File: config.mk
export PLATFORM = sky130hd
export DESIGN_NAME = mult_job_sequencer
export DESIGN_NICKNAME = d
export VERILOG_FILES = /design/src/rtl/mult_job_sequencer.sv
export SDC_FILE = /design/constraint.sdc
export NUM_CORES = 1
export LEC_CHECK = 0
export CAP_MARGIN = 20
export CORE_MARGIN = 3
export CORE_UTILIZATION = 35
export DETAILED_ROUTE_END_ITERATION = 16
export GPL_ROUTABILITY_DRIVEN = 0
export GPL_TIMING_DRIVEN = 0
export PLACE_DENSITY_LB_ADDON = 0.2
export SETUP_SLACK_MARGIN = 0.3
export SYNTH_ARGS = -nofsm -noshare
export SYNTH_HDL_FRONTEND = slang
export SYNTH_SLANG_ARGS = --single-unit
File: constraint.sdc
create_clock -name clk -period 6.2 [get_ports clk]
set_input_delay 1.86 -clock clk [delete_from_list [all_inputs] [get_ports clk]]
set_output_delay 1.86 -clock clk [all_outputs]
set_load 0.01 [all_outputs]
File: src/rtl/mult_job_sequencer.sv
// Job sequencer for the shift-add multiplier. It buffers operand pairs in a FIFO
// and launches one job at a time. Each result is returned on a valid/ready stream with its tag.
module mult_job_sequencer #(
    parameter int unsigned DEPTH   = 4,
    parameter int unsigned TIMEOUT = 255
) (
    input  logic        clk,
    input  logic        rst,
    input  logic        in_valid,
    output logic        in_ready,
    input  logic [15:0] in_a,
    input  logic [15:0] in_b,
    output logic        mul_start,
    output logic [31:0] mul_opa,
    output logic [31:0] mul_opb,
    input  logic        mul_done,
    input  logic [31:0] mul_result,
    output logic        out_valid,
    input  logic        out_ready,
    output logic [31:0] out_prod,
    output logic [3:0]  out_tag,
    output logic        out_err,
    output logic        busy,
    output logic [15:0] jobs_done
);
    localparam int unsigned AW = (DEPTH > 1) ? $clog2(DEPTH) : 1;
    localparam logic [AW:0] FULL_CNT = DEPTH[AW:0];
    localparam logic [15:0] WD_LAST  = 16'(TIMEOUT - 1);

    localparam logic [1:0] S_IDLE   = 2'd0;
    localparam logic [1:0] S_LAUNCH = 2'd1;
    localparam logic [1:0] S_WAIT   = 2'd2;

    logic [1:0]    r_state;
    logic [35:0]   r_fifo [DEPTH];
    logic [AW-1:0] r_wr_ptr;
    logic [AW-1:0] r_rd_ptr;
    logic [AW:0]   r_count;
    logic [3:0]    r_tag_ctr;
    logic [3:0]    r_job_tag;
    logic [15:0]   r_wd;
    logic [31:0]   r_opa;
    logic [31:0]   r_opb;
    logic          r_out_valid;
    logic [31:0]   r_out_prod;
    logic [3:0]    r_out_tag;
    logic          r_out_err;
    logic [15:0]   r_jobs_done;

    logic [35:0] w_head;
    logic [15:0] w_head_a;
    logic [15:0] w_head_b;
    logic [3:0]  w_head_tag;
    logic        w_full;
    logic        w_empty;
    logic        w_push;
    logic        w_take;
    logic        w_bypass;
    logic        w_done_ok;
    logic        w_tmo;
    logic        w_load;

    assign w_head     = r_fifo[r_rd_ptr];
    assign w_head_a   = w_head[35:20];
    assign w_head_b   = w_head[19:4];
    assign w_head_tag = w_head[3:0];
    assign w_full     = (r_count == FULL_CNT);
    assign w_empty    = (r_count == '0);
    assign w_push     = in_valid && in_ready;
    // A job leaves the FIFO only when its result is sure to have a free output slot.
    assign w_take     = (r_state == S_IDLE) && !w_empty && (!r_out_valid || out_ready);
    assign w_bypass   = w_take && ((w_head_a == '0) || (w_head_b == '0));
    assign w_done_ok  = (r_state == S_WAIT) && mul_done;
    assign w_tmo      = (r_state == S_WAIT) && !mul_done && (r_wd == WD_LAST);
    assign w_load     = w_bypass || w_done_ok || w_tmo;

    always_ff @(posedge clk) begin
        if (w_push) begin
            r_fifo[r_wr_ptr] <= {in_a, in_b, r_tag_ctr};
        end
    end

    always_ff @(posedge clk) begin
        if (!rst) begin
            r_state     <= S_IDLE;
            r_wr_ptr    <= '0;
            r_rd_ptr    <= '0;
            r_count     <= '0;
            r_tag_ctr   <= '0;
            r_job_tag   <= '0;
            r_wd        <= '0;
            r_opa       <= '0;
            r_opb       <= '0;
            r_out_valid <= 1'b0;
            r_out_prod  <= '0;
            r_out_tag   <= '0;
            r_out_err   <= 1'b0;
            r_jobs_done <= '0;
        end else begin
            if (w_push) begin
                r_wr_ptr  <= r_wr_ptr + AW'(1);
                r_tag_ctr <= r_tag_ctr + 4'd1;
            end
            if (w_take) begin
                r_rd_ptr <= r_rd_ptr + AW'(1);
            end
            if (w_push && !w_take) begin
                r_count <= r_count + (AW+1)'(1);
            end else if (!w_push && w_take) begin
                r_count <= r_count - (AW+1)'(1);
            end

            case (r_state)
                S_IDLE: begin
                    if (w_take && !w_bypass) begin
                        r_opa     <= {16'd0, w_head_a};
                        r_opb     <= {16'd0, w_head_b};
                        r_job_tag <= w_head_tag;
                        r_state   <= S_LAUNCH;
                    end
                end
                S_LAUNCH: begin
                    r_wd    <= '0;
                    r_state <= S_WAIT;
                end
                S_WAIT: begin
                    r_wd <= r_wd + 16'd1;
                    if (mul_done || w_tmo) begin
                        r_state <= S_IDLE;
                    end
                end
                default: r_state <= S_IDLE;
            endcase

            if (w_load) begin
                r_out_valid <= 1'b1;
                r_out_prod  <= w_done_ok ? mul_result : '0;
                r_out_tag   <= w_bypass ? w_head_tag : r_job_tag;
                r_out_err   <= w_tmo;
            end else if (out_ready) begin
                r_out_valid <= 1'b0;
            end

            if (r_out_valid && out_ready) begin
                r_jobs_done <= r_jobs_done + 16'd1;
            end
        end
    end

    assign in_ready  = rst && !w_full;
    assign mul_start = (r_state == S_LAUNCH);
    assign mul_opa   = r_opa;
    assign mul_opb   = r_opb;
    assign busy      = (r_state != S_IDLE);
    assign out_valid = r_out_valid;
    assign out_prod  = r_out_prod;
    assign out_tag   = r_out_tag;
    assign out_err   = r_out_err;
    assign jobs_done = r_jobs_done;
endmodule

==> flow_summary.ini <==
[run_status]
status = completed

[min_path]
min_path_type = register to register
min-delay-start = out_prod[25]

[timing]
hold_slack_ns = 0.477
tightestPinTransition_ns = 0.743
clock_skew_ns = 0.0136
worst_slack_ns = 0.685
finalHoldViolCount = 0
setup_tns_ns = 0
finalMaxSlewViolations = 0
layout_min_cycle_time_ns = 5.51
rsz0062_at_grt = false
relSlewSlack_pct = 50.5
max_freq_mhz = 181
fin_crit_sh_pct = 89.0
setup_viol = 0

[global_routing]
antenna_found_initial = 2
grt_pass1_vias = 6140
grt_pass1_wl_mm = 36.0
grtUsageTotal_pct = 14.7
grt_max_degree = 31
grt_overflow = 0

[yosys]
yosys_warnings = 0
syn-cell-area_sq_um = 10400
ys_types = 42
ys_ff_latch = 265
synthCells = 695
async_flop_share_pct = 0
synthTopCellsByArea = edfxtp_1 42%, dfxtp_1 23%, mux4_2 6.5%
synth-edff-count = 144
ys_seq_area_share_pct = 64.8
yosys_most_used_dff = edfxtp_1
synth_top_area_share_pct = 41.5
yosys.area.top_type = edfxtp_1
syn_avg_cell_area_sq_um = 15.0

[routing]
totalWireLength_mm = 23.9
first_pass_iters = 4
drt.antenna.violating_nets = 0
drtIter0Drc = 300
vias_per_cell = 4.66
drc = 0
num_vias = 6180
wl_per_cell_microns = 18.0

[worst_setup_path]
critical_path_required_ns = 4.34
crit_fanout = 7
critPathArrivalTime_ns = 3.65
endpoint_kind = primary output
start_kind = input pin
critPathKind = input pin to primary output
cp-startpoint = rst

[floorplanning]
io_pins = 190
dieArea_sq_um = 31900
rows = 62
core_area_sq_um = 29000
die_h_microns = 179
die_x_microns = 179
start_util_pct = 35.9

[finish]
layout_common_cells = 157 x clkdlybuf4s50_1, 144 x edfxtp_1, 121 x dfxtp_1
area_growth_pct = 30.9
fin_cells = 1325
num-fill-cells = 2576
fin_nets = 1000
final_common_cell = clkdlybuf4s50_1
drive_above_1_share_pct = 14.6
num_antenna_cells = 0

[clock_network]
clock-sinks = 265
post_cts_buffers = 0
clkTransAtPathRegs_ns = 0.06
cts_made_buffers = 29
cts_resized = 0
holdBufCountCts = 0
clk-insertion-delay-late_ns = 0.56
cts_tree = done
root_buffer = clkbuf_16
htreeDepth = 1
clock_path_buffers = 3

[placement]
dpl.hpwl_mm = 16.5
dp_slack_ns = 0.642
place_inst = 1271
io_buffer_count = 157

[power_and_ir_drop]
p_leak_nw = 4.93
power.total_mw = 5.35
peakVddDrop_mv = 0.272
power_density_nw_per_um2 = 393

[flow_run]
maxCapViolations = 0
-- registers in the layout (all words and copies together), names as in the netlist, named ones only --
signal / count
r_state: 2
mul_opa: 16
out_tag: 4
mul_opb: 16
r_tag_ctr: 4
r_wd: 16
out_err: 1
jobs_done: 16
out_valid: 1
r_wr_ptr: 2
r_rd_ptr: 2
r_fifo: 144
r_job_tag: 4
r_count: 3
out_prod: 32
-- Yosys cell counts (4+ instances only) --
library cell and n:
nor2_1 17, and4_1 4, mux2i_1 42, a21oi_1 5
or3_1 7, ha_1 12, inv_1 14, nand2_1 26
xnor2_1 15, buf_6 7, mux4_1 6, nor2b_1 43
a22o_1 32, xor2_1 16, a21boi_0 8, clkbuf_1 16
mux4_2 30, edfxtp_1 144, and2_1 23, o21ai_0 10
dfxtp_1 121, mux2_2 4, nand3_1 12, nand4_1 9
buf_4 34, nor4_1 7, and3_1 9
-- critical path: stages --
cell and delay, ns:
clkdlybuf4s50_1 0.62, a21boi_0 0.51, clkdlybuf4s50_1 0.67
-- metrics by stage --
step | utilization, % | cell area (sq um)
final | 47.0 | 13600
after detailed placement | 43.7 | 12700
after floorplan | - | 10500
after CTS | 47.0 | 13600
after global placement | 43.4 | 12600
after global routing | 47.0 | 13600
-- final timing paths --
check        cells after the start      endpoint  slack [ns]
max                              3      in_ready        0.69
min reg2reg                      1  out_prod[25]        0.48
min                              1  out_prod[25]        0.48
max reg2reg                      9  out_prod[26]        2.46
-- layer usage --
metal | routed length (microns) | track usage [%] | vias up
met5 | 21 | 0 | -
met4 | 504 | 3.90 | 4
li1 | - | - | 2969
met2 | 10500 | 23.1 | 208
met1 | 10800 | 20.1 | 2963
met3 | 2070 | 4.00 | 36
-- report_power, final --
part | switching (mW) | internal [mW] | leakage, nW
Clock | 0.711 | 0.986 | 0.469
Sequential | 0.111 | 2.05 | 2.30
Combinational | 0.734 | 0.757 | 2.16
-- layout make-up --
class	count	area, sq um	share of cell area, %
buffer	61	442	3.24
clock buffer	36	782	5.74
clock inverter	18	171	1.26
inverter	14	52.6	0.385
multi-input combinational	386	3300	24.2
sequential	265	6750	49.5
tap	384	480	3.52
timing repair buffer	161	1660	12.2
-- logic make-up after synthesis --
group	synth area share, %
XOR/XNOR	2.61
AO/OA/AOI/OAI	4.44
other	0.0360
adder cells (fa/ha/maj)	1.63
buffers and inverters	4.74
multiplexers	12.5
AND/OR/NAND/NOR	9.31
flip-flops	64.8
(Power assumes the default switching activity.)
